<file path="src/rtl/branch_resolution_controller.sv">
// In-flight branch tracker: allocates slots at dispatch, captures resolved outcomes,
// retires in program order and raises predictor update / flush / redirect on retirement.
module branch_resolution_controller #(
    parameter int unsigned DEPTH = 4,
    parameter int unsigned TW    = 2
) (
    input  logic          clk,
    input  logic          rst,
    input  logic          dispatch_valid,
    output logic          dispatch_ready,
    input  logic          dispatch_predicted,
    input  logic [31:0]   dispatch_pc,
    input  logic [31:0]   dispatch_target,
    output logic [TW-1:0] dispatch_tag,
    input  logic          resolve_valid,
    input  logic [TW-1:0] resolve_tag,
    input  logic          resolve_taken,
    input  logic          commit_req,
    output logic          commit_ack,
    output logic          upd_valid,
    output logic          upd_wrong,
    output logic          flush,
    output logic [31:0]   redirect_pc,
    output logic [TW:0]   count
);

    localparam int unsigned CW = TW + 1;

    typedef enum logic {
        ST_RUN   = 1'b0,
        ST_FLUSH = 1'b1
    } state_t;

    state_t             state_q, state_d;
    logic [DEPTH-1:0]   valid_q, valid_d;
    logic [DEPTH-1:0]   resolved_q, resolved_d;
    logic [DEPTH-1:0]   pred_q, pred_d;
    logic [DEPTH-1:0]   taken_q, taken_d;
    logic [31:0]        pc_q [DEPTH];
    logic [31:0]        pc_d [DEPTH];
    logic [31:0]        target_q [DEPTH];
    logic [31:0]        target_d [DEPTH];
    logic [TW-1:0]      head_q, head_d;
    logic [TW-1:0]      tail_q, tail_d;
    logic [CW-1:0]      count_q, count_d;
    logic               upd_valid_q, upd_valid_d;
    logic               upd_wrong_q, upd_wrong_d;
    logic               flush_q, flush_d;
    logic [31:0]        redirect_pc_q, redirect_pc_d;

    logic               dispatch_fire_c;
    logic               wrong_c;
    logic               mispredict_c;

    assign dispatch_ready  = (count_q < CW'(DEPTH)) && (state_q == ST_RUN);
    assign commit_ack      = commit_req && (state_q == ST_RUN)
                             && valid_q[head_q] && resolved_q[head_q];
    assign dispatch_fire_c = dispatch_valid && dispatch_ready;
    assign wrong_c         = pred_q[head_q] != taken_q[head_q];
    assign mispredict_c    = commit_ack && wrong_c;

    assign dispatch_tag = tail_q;
    assign count        = count_q;
    assign upd_valid    = upd_valid_q;
    assign upd_wrong    = upd_wrong_q;
    assign flush        = flush_q;
    assign redirect_pc  = redirect_pc_q;

    // Next-state: dispatch write, resolve capture, commit retire, mispredict squash
    always_comb begin
        state_d       = state_q;
        valid_d       = valid_q;
        resolved_d    = resolved_q;
        pred_d        = pred_q;
        taken_d       = taken_q;
        pc_d          = pc_q;
        target_d      = target_q;
        head_d        = head_q;
        tail_d        = tail_q;
        count_d       = count_q + CW'(dispatch_fire_c) - CW'(commit_ack);
        upd_valid_d   = commit_ack;
        upd_wrong_d   = mispredict_c;
        flush_d       = mispredict_c;
        redirect_pc_d = '0;

        case (state_q)
            ST_RUN:   if (mispredict_c) state_d = ST_FLUSH;
            ST_FLUSH: state_d = ST_RUN;
            default:  state_d = ST_RUN;
        endcase

        if (dispatch_fire_c) begin
            valid_d[tail_q]    = 1'b1;
            resolved_d[tail_q] = 1'b0;
            pred_d[tail_q]     = dispatch_predicted;
            pc_d[tail_q]       = dispatch_pc;
            target_d[tail_q]   = dispatch_target;
            tail_d             = tail_q + TW'(1);
        end

        if (resolve_valid && (state_q == ST_RUN) && valid_q[resolve_tag]) begin
            resolved_d[resolve_tag] = 1'b1;
            taken_d[resolve_tag]    = resolve_taken;
        end

        if (commit_ack) begin
            valid_d[head_q] = 1'b0;
            head_d          = head_q + TW'(1);
        end

        // A mispredicted retirement squashes everything younger, including a same-cycle dispatch
        if (mispredict_c) begin
            redirect_pc_d = taken_q[head_q] ? target_q[head_q] : pc_q[head_q] + 32'd4;
            valid_d       = '0;
            resolved_d    = '0;
            head_d        = '0;
            tail_d        = '0;
            count_d       = '0;
        end
    end

    always_ff @(posedge clk or posedge rst) begin
        if (rst) begin
            state_q       <= ST_RUN;
            valid_q       <= '0;
            resolved_q    <= '0;
            pred_q        <= '0;
            taken_q       <= '0;
            head_q        <= '0;
            tail_q        <= '0;
            count_q       <= '0;
            upd_valid_q   <= 1'b0;
            upd_wrong_q   <= 1'b0;
            flush_q       <= 1'b0;
            redirect_pc_q <= '0;
            for (int unsigned i = 0; i < DEPTH; i++) begin
                pc_q[i]     <= '0;
                target_q[i] <= '0;
            end
        end else begin
            state_q       <= state_d;
            valid_q       <= valid_d;
            resolved_q    <= resolved_d;
            pred_q        <= pred_d;
            taken_q       <= taken_d;
            head_q        <= head_d;
            tail_q        <= tail_d;
            count_q       <= count_d;
            upd_valid_q   <= upd_valid_d;
            upd_wrong_q   <= upd_wrong_d;
            flush_q       <= flush_d;
            redirect_pc_q <= redirect_pc_d;
            pc_q          <= pc_d;
            target_q      <= target_d;
        end
    end

endmodule

</file>
<file path="config.mk">
export PLATFORM = sky130hd
export DESIGN_NAME = branch_resolution_controller
export DESIGN_NICKNAME = d
export VERILOG_FILES = /design/src/rtl/branch_resolution_controller.sv
export SDC_FILE = /design/constraint.sdc
export NUM_CORES = 1
export LEC_CHECK = 0
export ABC_AREA = 1
export BUFFER_PORTS_ARGS = -buffer_cell sky130_fd_sc_hd__buf_2
export CAP_MARGIN = 25
export CORE_AREA = 3 3 188 190
export DETAILED_ROUTE_END_ITERATION = 7
export DIE_AREA = 0 0 191 193
export SYNTH_ARGS = -nofsm -noshare
export SYNTH_HDL_FRONTEND = slang
export SYNTH_SLANG_ARGS = --single-unit
</file>
<file path="constraint.sdc">
create_clock -name clk -period 31.7 [get_ports clk]
set_input_delay 6.34 -clock clk [delete_from_list [all_inputs] [get_ports clk]]
set_output_delay 6.34 -clock clk [all_outputs]
set_load 0.005 [all_outputs]
</file>
==> PnR_summary.wiki <==
{| class="wikitable"
! Metric !! Value
|-
| Clock tree skew after final layout || 0.0160 ns
|-
| Number of nets with antenna violations after routing || 0
|-
| I/O Pins || 115
|-
| Total routed wire length on the met1 layer || 18.9 mm
|-
| Global-route wire length before repair || 66.6 mm
|-
| Overflow after GRT || 0
|-
| Fillers || 3293
|-
| Met3 Wirelength || 2.29 mm
|-
| Netlist Area Pre-Place || 15200 sq um
|-
| Number of synthesized register bits || 314
|-
| WL final || 41.1 mm
|-
| Post CTS Setup Buffer Count || 0
|-
| Count of cells along the worst register-to-register path || 13
|-
| Flip-flop cell with the highest count after synthesis || dfrtp_1
|-
| Top cells by instance count after synthesis || nand2_1, o21ai_0, dfrtp_1
|-
| Final setup violation count || 0
|-
| Util after Layout || 0.506
|-
| Start of the worst register-to-register path || head_q[0]
|-
| Max-Slew Margin vs Limit || 0.375
|-
| Inserted Clock Buffers || 35
|-
| Top routing layer used || met5
|-
| Number of warnings reported in the yosys synthesis log || 0
|-
| # diodes || 0
|-
| Number of antenna violations at the first check in global routing || 1
|-
| R2r endpoint || redirect_pc[4]
|-
| CTS sink count || 314
|-
| Clk_lat worst skew || 0.52 ns
|-
| DR DRC count || 0
|-
| Net count after synthesis || 2028
|-
| Number of global-route vias before repair || 12500
|-
| RSZ-0062 raised after global routing || no
|-
| Die height || 193 microns
|-
| Post-synthesis sequential area ratio || 0.518
|-
| Crit share post-route || 0.422
|-
| Deepest clock path buffer count || 3
|-
| Pleak || 8.38 nW
|-
| Element type at the critical path end || output port
|-
| Arrival time of the worst setup path || 7.02 ns
|-
| Cells after Synth || 1943
|-
| Ranking of synthesized cells by area || dfrtp_1, nand2_1, o21ai_0, nand3_1, nor2_1
|-
| Layout area overhead || 12.1%
|-
| Synth top area share || 0.518
|-
| Hold-critical path depth || 2
|-
| Count of port buffers added during placement || 114
|-
| Routed via count || 12900
|-
| Asr flop ratio synth || 1.00
|-
| DP Wirelength || 25.0 mm
|-
| Min cycle time layout || 13.36 ns
|-
| Global Route Usage Sum || 0.226
|-
| Setup TNS || 0 ns
|-
| Number of core rows || 67
|-
| Startpoint type of the worst setup path || primary input
|-
| Critical Path Start || commit_req
|-
| Clock input transition at the sequential cells of the worst setup and hold paths || 0.06 ns
|-
| Max-cap viol count || 0
|-
| Setup slack on the worst flop-to-flop path || 27.29 ns
|-
| Outcome || completed
|-
| Starting utilization of the core area || 0.451
|-
| Final weighted congestion in routability-driven placement || 0.900
|-
| Die outline width || 191 microns
|-
| Layout Nets || 2079
|-
| Post-detailed-route via-to-cell ratio || 5.24
|-
| Number of iterations in the first detailed-routing pass || 5
|-
| Worst Setup Path Type || in2out
|-
| Worst min-delay path class || reg2reg
|-
| Required time worst endpoint || 25.36 ns
|-
| Detail Route met2 WL || 18.8 mm
|-
| Full die area || 36900 sq um
|-
| Average size of a mapped cell || 7.81 sq um
|-
| Power per cell area || 47.9 nW/um^2
|-
| Peak supply drop || 0.0338 mV
|-
| Largest fanout on the critical path || 12
|-
| Wire length per cell || 16.7 microns
|-
| TritonCTS clock tree || built
|-
| Critical hold path startpoint || target_q[77]
|-
| DRC violation total after the first TritonRoute iteration || 980
|-
| Quantity of hold-fixing buffers added after cts || 0
|-
| Number of synthesized flops with an enable pin || 0
|-
| Core box area || 33600 sq um
|-
| Pin count of the biggest net entering global routing || 100
|-
| Fmax || 74.8 MHz
|-
| Ratio of cells with drive above 1 in the final layout || 0.110
|-
| Total count of hold-check failures in the final report || 0
|-
| Max-slew violation count || 0
|-
| Endpoint, Worst Hold || target_q[77]
|-
| Synth cell types || 36
|-
| CTS H-Tree Depth || 2
|-
| Dominant cell type by area after synthesis || dfrtp_1
|-
| Count of instances resized after the clock tree is built || 0
|-
| Buffer type at the clock tree root || clkbuf_16
|-
| Least-Margin Pin Slew || 0.938 ns
|-
| Most common cell in the netlist || nand2_1
|}
per-stage QoR:
stage          hold WS, ns  total power [W]  instances  area [sq um]  setup WS, ns
6_report             0.480         0.000815       2466         17000         18.34
2_1_floorplan        0.448         0.000418       1943         15200         16.67
4_1_cts              0.482         0.000823       2464         17000         18.33
3_5_place_dp         0.468         0.000427       2403         15800         18.34
3_3_place_gp         0.459         0.000427       2403         15800         18.35
5_1_grt              0.499         0.000843       2466         17000         18.27
worst max-delay path, cell delays in order:
cell and delay, ns:
buf_2 0.09, o211ai_2 0.14, nor2_4 0.28, buf_2 0.18
power by group:
part            total, W  switching [W]  internal (W)  leakage [nW]
Combinational  0.0000187      0.0000142    0.00000447          3.47
Sequential      0.000401              0      0.000401          4.37
Clock           0.000395       0.000165      0.000230         0.532
Total           0.000815       0.000179      0.000636          8.38
final cells by class:
| cell class | count | area (sq um) | share of cell area |
|---|---|---|---|
| Sequential cell | 314 | 7860 | 0.462 |
| Multi-Input combinational cell | 1389 | 6260 | 0.368 |
| Clock buffer | 53 | 1010 | 0.0597 |
| Timing Repair Buffer | 131 | 738 | 0.0434 |
| Tap cell | 448 | 561 | 0.0330 |
| Inverter | 123 | 477 | 0.0280 |
| Clock inverter | 8 | 88.8 | 0.00522 |
cells by family (layout without fill, tap and decap cells):
group | after synthesis | in the layout | synth area share
flops | 314 | 314 | 0.518
compound gates | 411 | 411 | 0.143
simple gates | 963 | 963 | 0.256
fa+ha+maj | 12 | 12 | 0.0104
buf+inv | 240 | 315 | 0.0713
xor+xnor | 3 | 3 | 0.00173
routing by layer:
metal,vias to the layer above,global-route usage
li1,6373,-
met1,6160,0.316
met2,321,0.369
met3,70,0.0363
met4,2,0.0655
met5,-,0
how the worst max path moves through the flow:
stage                 endpoint  slack, ns  cells after the start
global route        commit_ack      18.27                      4
CTS                 commit_ack      18.33                      4
finish              commit_ack      18.34                      4
detailed placement  commit_ack      18.34                      4
floorplan             count[0]      16.67                      1
global placement    commit_ack      18.35                      4
sequential cells by signal (all words and copies together), names as in the netlist:
register      count
count             3
dispatch_tag      2
flush             1
head_q            2
pc_q            128
pred_q            4
redirect_pc      32
resolved_q        4
state_q           1
taken_q           4
target_q        128
upd_valid         1
valid_q           4
placed cells by master, fill, tap and decap left out, types with 2 or more instances in the layout:
master / instances
clkinvlp_4: 2
inv_6: 2
ha_1: 11
nand4_1: 5
a211oi_1: 8
buf_4: 15
o21ai_0: 330
clkinv_2: 2
o22ai_1: 6
a21oi_1: 36
nor2_1: 142
buf_16: 2
xor2_1: 2
nor3_1: 4
a31oi_1: 11
clkbuf_16: 36
nand2_2: 11
dfrtp_1: 312
nand2_1: 669
nand2_4: 4
a22oi_1: 5
inv_1: 115
o221ai_1: 5
a32o_1: 4
nand3_1: 110
inv_8: 2
inv_2: 5
o211ai_1: 3
clkbuf_8: 5
buf_2: 114
clkbuf_1: 12
nor2_2: 10
nor2_4: 6
Power figures use the tool's default switching activity.
